==> config.mk <==
export PLATFORM = sky130hd
export DESIGN_NAME = alu_pipe_flat
export DESIGN_NICKNAME = d
export VERILOG_FILES = /design/src/rtl/alu_pkg.sv /design/src/rtl/alu_pipe_if.sv /design/src/rtl/alu_mul_pipe.sv /design/src/rtl/alu_pipe.sv /design/src/flat_wrapper.sv
export SDC_FILE = /design/constraint.sdc
export NUM_CORES = 2
export LEC_CHECK = 0
export ABC_AREA = 1
export ABC_CLOCK_PERIOD_IN_PS = 14700
export CORE_AREA = 2 2 270 298
export CTS_CLUSTER_DIAMETER = 120
export DETAILED_ROUTE_END_ITERATION = 10
export DIE_AREA = 0 0 272 300
export MAX_ROUTING_LAYER = met4
export PLACE_DENSITY = 0.89
export SYNTH_ARGS = -nofsm -noshare
export SYNTH_HDL_FRONTEND = slang
export SYNTH_SLANG_ARGS = --single-unit
==> constraint.sdc <==
create_clock -name CLK -period 14.7 [get_ports CLK]
set_input_delay 2.205 -clock CLK [delete_from_list [all_inputs] [get_ports CLK]]
set_output_delay 2.205 -clock CLK [all_outputs]
set_load 0.05 [all_outputs]
==> src/rtl/alu_pkg.sv <==
// Shared types for the execute-stage ALU: opcodes, operand-B select,
// FSM states and FLAGS bit positions.
// ALU_DIV_EN adds the DIV state and the divide helpers.
package alu_pkg;

  typedef enum logic [4:0] {
    OP_ADD  = 5'h00,
    OP_SUB  = 5'h01,
    OP_MUL  = 5'h02,
    OP_SRL1 = 5'h03,
    OP_SLL1 = 5'h04,
    OP_ROR1 = 5'h05,
    OP_ROL1 = 5'h06,
    OP_NOT  = 5'h07,
    OP_AND  = 5'h08,
    OP_OR   = 5'h09,
    OP_XOR  = 5'h0A,
    OP_NAND = 5'h0B,
    OP_NOR  = 5'h0C,
    OP_XNOR = 5'h0D,
    OP_INC  = 5'h0E,
    OP_DEC  = 5'h0F,
    OP_MULS = 5'h10,
    OP_SLL  = 5'h11,
    OP_SRL  = 5'h12,
    OP_SRA  = 5'h13,
    OP_DIVU = 5'h14,
    OP_REMU = 5'h15,
    OP_SLT  = 5'h16,
    OP_SLTU = 5'h17
  } op_t;

  typedef enum logic [1:0] {
    MOVI_REG  = 2'b00,
    MOVI_MEM  = 2'b01,
    MOVI_IMM  = 2'b10,
    MOVI_ZERO = 2'b11
  } movi_t;

  typedef enum logic [2:0] {
    S_IDLE,
    S_SINGLE,
    S_MUL_WAIT,
    S_MUL_LO,
    S_MUL_HI
`ifdef ALU_DIV_EN
    , S_DIV
`endif
  } state_t;

  localparam int FLAG_Z = 0;
  localparam int FLAG_N = 1;
  localparam int FLAG_C = 2;
  localparam int FLAG_V = 3;

  function automatic logic is_mul(input logic [4:0] op);
    return (op == OP_MUL) || (op == OP_MULS);
  endfunction

`ifdef ALU_DIV_EN
  function automatic logic is_div(input logic [4:0] op);
    return (op == OP_DIVU) || (op == OP_REMU);
  endfunction
`endif

endpackage

==> src/rtl/alu_pipe_if.sv <==
// Request/result bundle between the issue logic (master) and the ALU (slave).
interface alu_pipe_if #(
  parameter int WIDTH = 32
);
  logic             ACT;
  logic [4:0]       OP;
  logic [1:0]       MOVI;
  logic [WIDTH-1:0] REG_A;
  logic [WIDTH-1:0] REG_B;
  logic [WIDTH-1:0] MEM;
  logic [WIDTH-1:0] IMM;
  logic [WIDTH-1:0] DATA;
  logic             RDY;
  logic             VLD;
  logic             LAST;
  logic [3:0]       FLAGS;
  logic             ERR;

  modport master (
    output ACT, OP, MOVI, REG_A, REG_B, MEM, IMM,
    input  DATA, RDY, VLD, LAST, FLAGS, ERR
  );

  modport slave (
    input  ACT, OP, MOVI, REG_A, REG_B, MEM, IMM,
    output DATA, RDY, VLD, LAST, FLAGS, ERR
  );
endinterface

==> src/rtl/alu_mul_pipe.sv <==
// Signed/unsigned WIDTHxWIDTH multiplier retimed over MUL_STAGES registers.
// The last stage holds its value until the next product arrives, so the
// caller can read both halves on consecutive cycles.
module alu_mul_pipe #(
  parameter int WIDTH      = 32,
  parameter int MUL_STAGES = 1
) (
  input  logic               clk,
  input  logic               rst,
  input  logic [WIDTH-1:0]   a,
  input  logic [WIDTH-1:0]   b,
  input  logic               sgn,
  input  logic               valid,
  output logic [2*WIDTH-1:0] prod,
  output logic               prod_vld
);

  logic [2*WIDTH-1:0] ext_a;
  logic [2*WIDTH-1:0] ext_b;
  logic [2*WIDTH-1:0] raw;
  logic [2*WIDTH-1:0] p_r [MUL_STAGES];
  logic [MUL_STAGES-1:0] v_r;

  // Extend operands to 2*WIDTH; the truncated product is exact for both signednesses.
  always_comb begin
    ext_a = {{WIDTH{sgn & a[WIDTH-1]}}, a};
    ext_b = {{WIDTH{sgn & b[WIDTH-1]}}, b};
    raw   = ext_a * ext_b;
  end

  // Valid shift chain; reset discards anything in flight.
  always_ff @(posedge clk) begin
    if (rst) begin
      v_r <= '0;
    end else begin
      v_r[0] <= valid;
      for (int i = 1; i < MUL_STAGES; i++) v_r[i] <= v_r[i-1];
    end
  end

  // Data stages load only behind a valid so the final stage holds between products.
  always_ff @(posedge clk) begin
    if (rst) begin
      for (int i = 0; i < MUL_STAGES; i++) p_r[i] <= '0;
    end else begin
      if (valid) p_r[0] <= raw;
      for (int i = 1; i < MUL_STAGES; i++) begin
        if (v_r[i-1]) p_r[i] <= p_r[i-1];
      end
    end
  end

  assign prod     = p_r[MUL_STAGES-1];
  assign prod_vld = v_r[MUL_STAGES-1];

endmodule

==> src/rtl/alu_pipe.sv <==
// Multi-cycle execute-stage ALU with a pipelined multiplier and status flags.
// Optional restoring divider is built only when ALU_DIV_EN is defined.
//
// state      | meaning
// -----------+-----------------------------------------------------
// S_IDLE     | ready, waiting for ACT
// S_SINGLE   | single-beat result on DATA (also the divider result)
// S_MUL_WAIT | product still in the multiplier pipe
// S_MUL_LO   | product low word, LAST=0
// S_MUL_HI   | product high word, LAST=1
// S_DIV      | one quotient bit per cycle, WIDTH cycles
module alu_pipe
  import alu_pkg::*;
#(
  parameter int WIDTH      = 32,
  parameter int MUL_STAGES = 1,
  parameter int SHW        = $clog2(WIDTH)
) (
  input logic       CLK,
  input logic       RST,
  alu_pipe_if.slave bus
);

  localparam logic [1:0] WAIT_INIT = (MUL_STAGES > 1) ? 2'(MUL_STAGES - 2) : 2'd0;

  state_t             state, state_nxt;
  op_t                op_q;
  logic [WIDTH-1:0]   a_q, b_q, b_sel;
  logic [1:0]         wait_cnt;
  logic               acc;
  logic [2*WIDTH-1:0] prod;
  logic               prod_vld;

  logic [WIDTH-1:0]   res, ar_x, ar_y, ar_y_eff;
  logic [WIDTH:0]     ar_sum;
  logic               ar_inv, cf, vf, illegal, div_zero;

`ifdef ALU_DIV_EN
  logic [WIDTH-1:0]   quo_q, rem_q;
  logic [SHW-1:0]     div_cnt;
  logic [WIDTH:0]     rem_sh, rem_sub;
`endif

  assign acc = bus.ACT && (state == S_IDLE);

  // Operand-B source select.
  always_comb begin
    case (movi_t'(bus.MOVI))
      MOVI_REG: b_sel = bus.REG_B;
      MOVI_MEM: b_sel = bus.MEM;
      MOVI_IMM: b_sel = bus.IMM;
      default:  b_sel = '0;
    endcase
  end

  // Capture the request on accept; inputs are ignored afterwards.
  always_ff @(posedge CLK) begin
    if (acc) begin
      op_q <= op_t'(bus.OP);
      a_q  <= bus.REG_A;
      b_q  <= b_sel;
    end
  end

  alu_mul_pipe #(
    .WIDTH      (WIDTH),
    .MUL_STAGES (MUL_STAGES)
  ) u_mul (
    .clk      (CLK),
    .rst      (RST),
    .a        (bus.REG_A),
    .b        (b_sel),
    .sgn      (bus.OP == OP_MULS),
    .valid    (acc && is_mul(bus.OP)),
    .prod     (prod),
    .prod_vld (prod_vld)
  );

  // State register.
  always_ff @(posedge CLK) begin
    if (RST) state <= S_IDLE;
    else     state <= state_nxt;
  end

  // Down-counter covering the extra multiplier latency.
  always_ff @(posedge CLK) begin
    if (RST)                                      wait_cnt <= '0;
    else if (acc)                                 wait_cnt <= WAIT_INIT;
    else if (state == S_MUL_WAIT && wait_cnt != 0) wait_cnt <= wait_cnt - 2'd1;
  end

  // Next-state decode.
  always_comb begin
    state_nxt = state;
    case (state)
      S_IDLE: begin
        if (acc) begin
          if (is_mul(bus.OP)) state_nxt = (MUL_STAGES > 1) ? S_MUL_WAIT : S_MUL_LO;
`ifdef ALU_DIV_EN
          else if (is_div(bus.OP)) state_nxt = S_DIV;
`endif
          else state_nxt = S_SINGLE;
        end
      end
      S_SINGLE:   state_nxt = S_IDLE;
      S_MUL_WAIT: if (wait_cnt == 0) state_nxt = S_MUL_LO;
      S_MUL_LO:   state_nxt = S_MUL_HI;
      S_MUL_HI:   state_nxt = S_IDLE;
`ifdef ALU_DIV_EN
      S_DIV:      if (div_cnt == 0) state_nxt = S_SINGLE;
`endif
      default:    state_nxt = S_IDLE;
    endcase
  end

`ifdef ALU_DIV_EN
  // Trial subtraction for the restoring divider; bit WIDTH set means it went negative.
  always_comb begin
    rem_sh  = {rem_q, quo_q[WIDTH-1]};
    rem_sub = rem_sh - {1'b0, b_q};
  end

  // Restoring divider: dividend shifts out of quo_q while quotient bits shift in.
  always_ff @(posedge CLK) begin
    if (acc) begin
      quo_q   <= bus.REG_A;
      rem_q   <= '0;
      div_cnt <= SHW'(WIDTH - 1);
    end else if (state == S_DIV) begin
      if (!rem_sub[WIDTH]) begin
        rem_q <= rem_sub[WIDTH-1:0];
        quo_q <= {quo_q[WIDTH-2:0], 1'b1};
      end else begin
        rem_q <= rem_sh[WIDTH-1:0];
        quo_q <= {quo_q[WIDTH-2:0], 1'b0};
      end
      div_cnt <= div_cnt - 1'b1;
    end
  end
`endif

  // Shared adder for add/sub/inc/dec; subtraction is x + ~y + 1.
  always_comb begin
    ar_x   = a_q;
    ar_y   = b_q;
    ar_inv = 1'b0;
    case (op_q)
      OP_SUB: ar_inv = 1'b1;
      OP_INC: begin ar_x = b_q; ar_y = WIDTH'(1); end
      OP_DEC: begin ar_x = b_q; ar_y = WIDTH'(1); ar_inv = 1'b1; end
      default: ;
    endcase
    ar_y_eff = ar_inv ? ~ar_y : ar_y;
    ar_sum   = {1'b0, ar_x} + {1'b0, ar_y_eff} + {{WIDTH{1'b0}}, ar_inv};
  end

  // Single-beat result, carry/overflow and error classification.
  always_comb begin
    res      = '0;
    cf       = 1'b0;
    vf       = 1'b0;
    illegal  = 1'b0;
    div_zero = 1'b0;
    case (op_q)
      OP_ADD, OP_SUB, OP_INC, OP_DEC: begin
        res = ar_sum[WIDTH-1:0];
        cf  = ar_sum[WIDTH];
        vf  = (ar_x[WIDTH-1] == ar_y_eff[WIDTH-1]) && (ar_sum[WIDTH-1] != ar_x[WIDTH-1]);
      end
      OP_SRL1: res = a_q >> 1;
      OP_SLL1: res = a_q << 1;
      OP_ROR1: res = {a_q[0], a_q[WIDTH-1:1]};
      OP_ROL1: res = {a_q[WIDTH-2:0], a_q[WIDTH-1]};
      OP_NOT:  res = ~a_q;
      OP_AND:  res = a_q & b_q;
      OP_OR:   res = a_q | b_q;
      OP_XOR:  res = a_q ^ b_q;
      OP_NAND: res = ~(a_q & b_q);
      OP_NOR:  res = ~(a_q | b_q);
      OP_XNOR: res = ~(a_q ^ b_q);
      OP_SLL:  res = a_q << b_q[SHW-1:0];
      OP_SRL:  res = a_q >> b_q[SHW-1:0];
      OP_SRA:  res = $signed(a_q) >>> b_q[SHW-1:0];
      OP_SLT:  res = {{(WIDTH-1){1'b0}}, $signed(a_q) < $signed(b_q)};
      OP_SLTU: res = {{(WIDTH-1){1'b0}}, a_q < b_q};
`ifdef ALU_DIV_EN
      OP_DIVU: begin res = quo_q; div_zero = (b_q == '0); end
      OP_REMU: begin res = rem_q; div_zero = (b_q == '0); end
`endif
      default: illegal = 1'b1;
    endcase
  end

  // Output beats; everything is zero outside a valid beat.
  always_comb begin
    bus.RDY   = (state == S_IDLE);
    bus.VLD   = 1'b0;
    bus.LAST  = 1'b0;
    bus.DATA  = '0;
    bus.FLAGS = '0;
    bus.ERR   = 1'b0;
    case (state)
      S_SINGLE: begin
        bus.VLD  = 1'b1;
        bus.LAST = 1'b1;
        bus.ERR  = illegal | div_zero;
        if (!illegal) begin
          bus.DATA          = res;
          bus.FLAGS[FLAG_Z] = (res == '0);
          bus.FLAGS[FLAG_N] = res[WIDTH-1];
          bus.FLAGS[FLAG_C] = cf;
          bus.FLAGS[FLAG_V] = vf;
        end
      end
      S_MUL_LO: begin
        if (prod_vld) begin
          bus.VLD  = 1'b1;
          bus.DATA = prod[WIDTH-1:0];
        end
      end
      S_MUL_HI: begin
        bus.VLD           = 1'b1;
        bus.LAST          = 1'b1;
        bus.DATA          = prod[2*WIDTH-1:WIDTH];
        bus.FLAGS[FLAG_Z] = (prod == '0);
        bus.FLAGS[FLAG_N] = prod[2*WIDTH-1];
      end
      default: ;
    endcase
  end

endmodule

==> src/flat_wrapper.sv <==
// flat-port wrapper written by rule: the top's interface ports become plain ports
module alu_pipe_flat import alu_pkg::*;
#(
  parameter int WIDTH      = 32,
  parameter int MUL_STAGES = 1,
  parameter int SHW        = $clog2(WIDTH)
)
  (CLK, RST, bus_ACT, bus_OP, bus_MOVI, bus_REG_A, bus_REG_B, bus_MEM, bus_IMM, bus_DATA, bus_RDY, bus_VLD, bus_LAST, bus_FLAGS, bus_ERR);
  alu_pipe_if #(.WIDTH(WIDTH)) bus_i ();
  input logic CLK;
  input logic RST;
  input wire logic [$bits(bus_i.ACT)-1:0] bus_ACT;
  input wire logic [$bits(bus_i.OP)-1:0] bus_OP;
  input wire logic [$bits(bus_i.MOVI)-1:0] bus_MOVI;
  input wire logic [$bits(bus_i.REG_A)-1:0] bus_REG_A;
  input wire logic [$bits(bus_i.REG_B)-1:0] bus_REG_B;
  input wire logic [$bits(bus_i.MEM)-1:0] bus_MEM;
  input wire logic [$bits(bus_i.IMM)-1:0] bus_IMM;
  output wire logic [$bits(bus_i.DATA)-1:0] bus_DATA;
  output wire logic [$bits(bus_i.RDY)-1:0] bus_RDY;
  output wire logic [$bits(bus_i.VLD)-1:0] bus_VLD;
  output wire logic [$bits(bus_i.LAST)-1:0] bus_LAST;
  output wire logic [$bits(bus_i.FLAGS)-1:0] bus_FLAGS;
  output wire logic [$bits(bus_i.ERR)-1:0] bus_ERR;
  assign bus_i.ACT = bus_ACT;
  assign bus_i.OP = bus_OP;
  assign bus_i.MOVI = bus_MOVI;
  assign bus_i.REG_A = bus_REG_A;
  assign bus_i.REG_B = bus_REG_B;
  assign bus_i.MEM = bus_MEM;
  assign bus_i.IMM = bus_IMM;
  assign bus_DATA = bus_i.DATA;
  assign bus_RDY = bus_i.RDY;
  assign bus_VLD = bus_i.VLD;
  assign bus_LAST = bus_i.LAST;
  assign bus_FLAGS = bus_i.FLAGS;
  assign bus_ERR = bus_i.ERR;
  alu_pipe #(.WIDTH(WIDTH), .MUL_STAGES(MUL_STAGES), .SHW(SHW)) u_core (.CLK(CLK), .RST(RST), .bus(bus_i));
endmodule
# After elaboration in Yosys (flattened, before gate mapping)
# Memories as Yosys holds them, arrays and structs flattened.
# Index checks and enable logic that the tools add are counted.
word_totals:
  ff_bits: 75
  mem_bits_rw: 64
  inputBits: 138
  word_cells: 107
  n_memories: 1
mem_list:
  columns: ["memory", "words", "word_bits", "rd", "rd_clocked_by_memory_dff", "wr", "line", "rtl"]
  rows:
  - ["u_core.u_mul.p_r", 1, 64, 1, 0, 1, "alu_mul_pipe.sv:21", "logic [2*WIDTH-1:0] p_r [MUL_STAGES];"]
classes:
  add_sub_neg: 3
  multipliers: 1
  order_cmp: 2
  eq_ne: 31
  n_shift: 3
  muxes: 30
  bitwise_logic: 10
  reduce_logical: 20
ops:
  columns: ["op", "n"]
  rows:
  - ["32-bit one-hot mux with 17 select lines", 1]
  - ["32-bit one-hot mux with 3 select lines", 2]
  - ["32-bit two-way mux", 5]
  - ["32-bit NOT", 5]
  - ["64-bit zero test", 1]
  - ["32-bit < comparator", 2]
  - ["33-bit by 33-bit multiplier with 64-bit output", 1]
  - ["64-bit two-way mux", 1]
  - ["64-bit OR reduction", 1]
  - ["5-bit by 4-bit equality test with 1-bit output (second input constant)", 8]
  - ["32-bit by 32-bit adder with 33-bit output", 1]
  - ["33-bit by 1-bit adder with 33-bit output", 1]
  - ["32-bit bitwise AND", 1]
  - ["32-bit zero test", 1]
  - ["32-bit bitwise OR", 1]
  - ["32-bit by 5-bit left shift with 32-bit output", 1]
  - ["32-bit by 5-bit >> shifter with 32-bit output", 1]
  - ["32-bit by 5-bit >>> shifter with 32-bit output", 1]
  - ["32-bit XOR", 1]
  - ["5-bit equality test (second input constant)", 6]
  - ["5-bit by 3-bit equality test with 1-bit output (second input constant)", 4]
  - ["20-bit OR reduction", 1]
  - ["1-bit two-way mux", 13]
  - ["5-bit by 2-bit equality test with 1-bit output (second input constant)", 2]
  - ["other kinds (27)", 38]

# Logic depth before layout (Yosys ltp)
logic_depth:
  word_depth: 12
  mapped_depth: 45

# Cells and area by module
# A second synthesis with hierarchy kept.
hier_totals:
  cells_unflattened: 7817
  hier_area_um2: 57144.8
by_module_without_submodules:
  columns: ["mod", "n_inst", "cells_per_inst", "area_per_inst_um2", "seq_area_each_um2"]
  rows:
  - ["alu_mul_pipe", 1, 5317, 42599.6, 1941.9]
  - ["alu_pipe", 1, 2500, 14545.2, 2172.1]

# Worst setup path before layout
# OpenSTA, ideal clock, no wires.
synth_path:
  kind: "input -> register"
  startpoint: "in bus_OP[0]"
  endpoint: "mem u_core.u_mul.p_r[0][59] (netlist bit) (data pin)"
  setup_ns: 0.260
  t_arrival_ns: 9.599
  required_ns: 14.440
  path_slack_ns: 4.841
  path_stages: 28
  cell_sequence: "or3_1 nor3_2 inv_1 clkbuf_1 clkbuf_1 nor2_1 fa_1 fa_1 fa_1 inv_1 fa_1 inv_1 fa_1 fa_1 fa_1 fa_1 ha_1 a21oi_1 inv_1 a31oi_1 o21ai_0 a31oi_1 nand3_1 a21o_1 a21boi_0 o21bai_1 o21ai_0 a21oi_1"
synth_via:
  elab_chain_len: 8
  elab_cells_between_ends: 12
  cone_classes: "1 x mul; 2 x eq/ne; 4 x mux; 2 x bitwise; 3 x reduce/logical"
synth_rtl:
  columns: ["element", "line", "rtl"]
  rows:
  - ["from (decl)", "flat_wrapper.sv:13", "input wire logic [$bits(bus_i.OP)-1:0] bus_OP;"]
  - ["parallel branches: the longest is 7 deep, another holds 33-bit by 33-bit multiplier with 64-bit output", null, null]
  - ["64-bit two-way mux (no source line) (*)", null, null]
  - ["to (decl)", "alu_mul_pipe.sv:21", null]
# Mark *: on every way between the ends.

# Worst setup path after layout
# Ends and elaborated chain as after synthesis.

==> flow_metrics.env <==
export IMPL_outcome="finished, final reports clean"
export IMPL_hold_class="reg -> reg"
export IMPL_clock_latency_ps=480
export IMPL_fp_dieH_um=300
export IMPL_clk_pin_slew_ps=70
export IMPL_synth_async_sr_flop_share_pct=0
export IMPL_fmax_ghz=0.0865
export IMPL_grt_use_met1_pct=55.9
export IMPL_crit_fanout=28
export IMPL_cp_end_kind="flip-flop"
export IMPL_io_pins=178
export IMPL_slew_headroom_pct=13.7
export IMPL_drt_iter0_drc=6392
export IMPL_rsz0062_at_grt="false"
export IMPL_grt_pass1_wl_um=288000
export IMPL_grt_use_met2_pct=74.7
export IMPL_post_cts_setup_buffers=0
export IMPL_drive_above_1_share_pct=2.67
export IMPL_required_ps=14910
export IMPL_drc=0
export IMPL_crit_path_top_delay_cell="nor3_2"
export IMPL_chipWidth_um=272
export IMPL_fin_area_um2=57500
export IMPL_slowest_delay_ps=990
export IMPL_routed_wl_um=183000
export IMPL_placed_area_um2=57000
export IMPL_crit_path_start_kind="input port"
export IMPL_grt_overflow=0
export IMPL_place_congestion=1.13
export IMPL_first_pass_iters=10
export IMPL_synth_cells=7201
export IMPL_crit_family="adder cells"
export IMPL_min_from="u_core.wait_cnt[0]"
export IMPL_synthAdderAreaFrac_pct=49.1
export IMPL_grt_use_total_pct=47.7
export IMPL_hpwlAfterDp_um=142000
export IMPL_grt_busiest_layer="met2"
export IMPL_finalCriticalPeriod_ps=11560
export IMPL_drv_cap=0
export IMPL_postLayoutCoreUtil_pct=73.3
export IMPL_criticalPathCategory="in -> reg"
export IMPL_r2r_setup_slack_ps=11030
export IMPL_synthSimpleGateAreaFrac_pct=19.7
export IMPL_dieArea_um2=81600
export IMPL_worst_path_buf_inv=8
export IMPL_ys_ff_latch=139
export IMPL_setup_violations_final=0
export IMPL_initial_core_util_pct=69.5
export IMPL_dr_total_vias=50200
export IMPL_report_final_slew_viol_count=0
export IMPL_grt_pass1_vias=53800
export IMPL_skew_ps=24.2
export IMPL_vias_per_cell=6.12
export IMPL_synth_distinct_cells=57
export IMPL_cts_buffer_depth=2
export IMPL_cts_sinks=139
export IMPL_yosysWarnings=0
export IMPL_synth_edff_count=133
export IMPL_grt_max_degree=97
export IMPL_core_um2=78500
export IMPL_row_count=108
export IMPL_synth_compound_area_share_pct=7.77
export IMPL_synth_fp_nets=8806
export IMPL_arrival_ps=11770
export IMPL_fin_nets=8747
export IMPL_ys_flop_type="edfxtp_1"
export IMPL_post_drt_wl_per_cell_um=22.4
export IMPL_tns_ps=0
export IMPL_finalHoldViolCount=0
export IMPL_cts_htree_levels=4
export IMPL_crit_top_cell="fa_1"
export IMPL_cts_resized=0
export IMPL_synth_xor_area_share_pct=0.947
export IMPL_syn_cell_area_um2=54600
export IMPL_min_period_over_period_pct=78.6
export IMPL_ys_seq_area_share_pct=7.54
export IMPL_hold_buffers=0
export IMPL_r2r_start="u_core.state[2]"
export IMPL_syn2layout_area_growth_pct=5.39
export IMPL_syn_avg_cell_area_um2=7.58
export IMPL_synthMuxAreaShare_pct=0.0733
export IMPL_antenna_left=0
export IMPL_grt_util_met3_pct=10.2
export IMPL_antenna_found_initial=2
export IMPL_io_buffers=177
export IMPL_cts_buffers=17
export IMPL_holdWs_ps=483
export IMPL_cts_tree="built"
export IMPL_worst_pin_slew_ps=1290
export IMPL_cp_startpoint="bus_OP[0]"
export IMPL_clockRootBuffer="clkbuf_16"
export IMPL_synth_top_family_by_area="adder cells"
## synthesized netlist by cell type, drive strengths merged, types with 9 or more instances
master  number  area [µm²]
a21o        14         105
a21oi      240        1200
a22oi       10        75.1
a31oi       15        93.8
buf         99         483
clkbuf     251         960
edfxtp     133        3990
fa        1126       22500
ha         341        4270
inv       1775        6660
nand2     1932        7290
nand3      252        1260
nand3b       9        67.6
nand4       29         181
nor2       341        1310
nor3        43         230
nor4        29         181
o211ai      56         420
o21a        31         233
o21ai      247        1240
o21bai      15         113
o221ai      18         158
o22ai       56         350
or2         24         150
xnor2       49         429
xor2        10        87.6
## worst reg2reg max path, delay by kind of cell, from the launching register on
kind	cells	cell delay [ps]
buffers and inverters	5	1790
flip-flops	1	360
AND/OR/NAND/NOR	6	1280
## per-stage QoR
stage / setup WS [ps] / instances
final: 3140 / 8201
after CTS: 3340 / 8200
after global placement: 2940 / 8168
after global routing: 2630 / 8200
after detailed placement: 2870 / 8168
after floorplan: 4840 / 7201
## final cells by class
type	instances	area (µm²)
Multi-Input combinational cell	4936	42400
Antenna cell	1	2.50
Clock buffer	18	429
Sequential cell	139	4110
Fill cell	5842	21000
Tap cell	1045	1310
Inverter	1776	6670
Timing Repair Buffer	272	2480
Clock inverter	14	111
## per-layer routing
metal  share of wire [%]  up-vias
met5                   0        -
met1                  33    23900
met3                  13     1153
met4                 8.3        0
li1                    -    21300
met2                  46     3895
## path summary, 6_finish.rpt
check / endpoint / cells after the start
max: u_core.u_mul.p_r[0][59] / 30
min: u_core.wait_cnt[0] / 2
max reg2reg: u_core.u_mul.p_r[0][9] / 11
min reg2reg: u_core.wait_cnt[0] / 2
## cell usage in the layout (no fill, tap or decap), types with 4 or more instances in the layout
cell type and n:
mux2i_1 4, nand2_2 15, ha_1 341, and2_1 8, a21oi_1 239, a211oi_1 8
a21boi_0 5, o21bai_1 15, nor2_1 329, edfxtp_1 133, or2_1 4, xnor2_1 49
a21o_1 14, a22oi_1 10, buf_4 95, clkbuf_16 17, nor3_2 6, dfxtp_1 6
o22ai_1 56, fa_1 1126, o21a_1 31, o21ai_0 238, o211ai_1 56, nor4_1 29
o21ai_1 9, or2_2 19, inv_6 5, clkdlybuf4s50_1 176, a221oi_1 7, a31oi_1 15
inv_1 1766, nand4_1 29, inv_2 8, nand2_1 1916, nand3_1 249, xor2_1 10
nor2_2 9, o221ai_1 18, nor3_1 37, nand3b_1 9
## registers in the layout, summed over array words and instances, names as in the netlist
signal and cells:
u_core.op_q 5, u_core.a_q 32, u_core.state 3, u_core.u_mul.prod_vld 1, u_core.b_q 32, u_core.u_mul.p_r 64
u_core.wait_cnt 2
## logic make-up after synthesis
logic type	count (synthesis)
buf+inv	2126
simple gates	2673
xor+xnor	59
mux	4
fa+ha+maj	1467
flops	139
compound gates	733
Power is not shown: default switching activity piles up to over one toggle a cycle in this logic, so the estimate is an artifact.
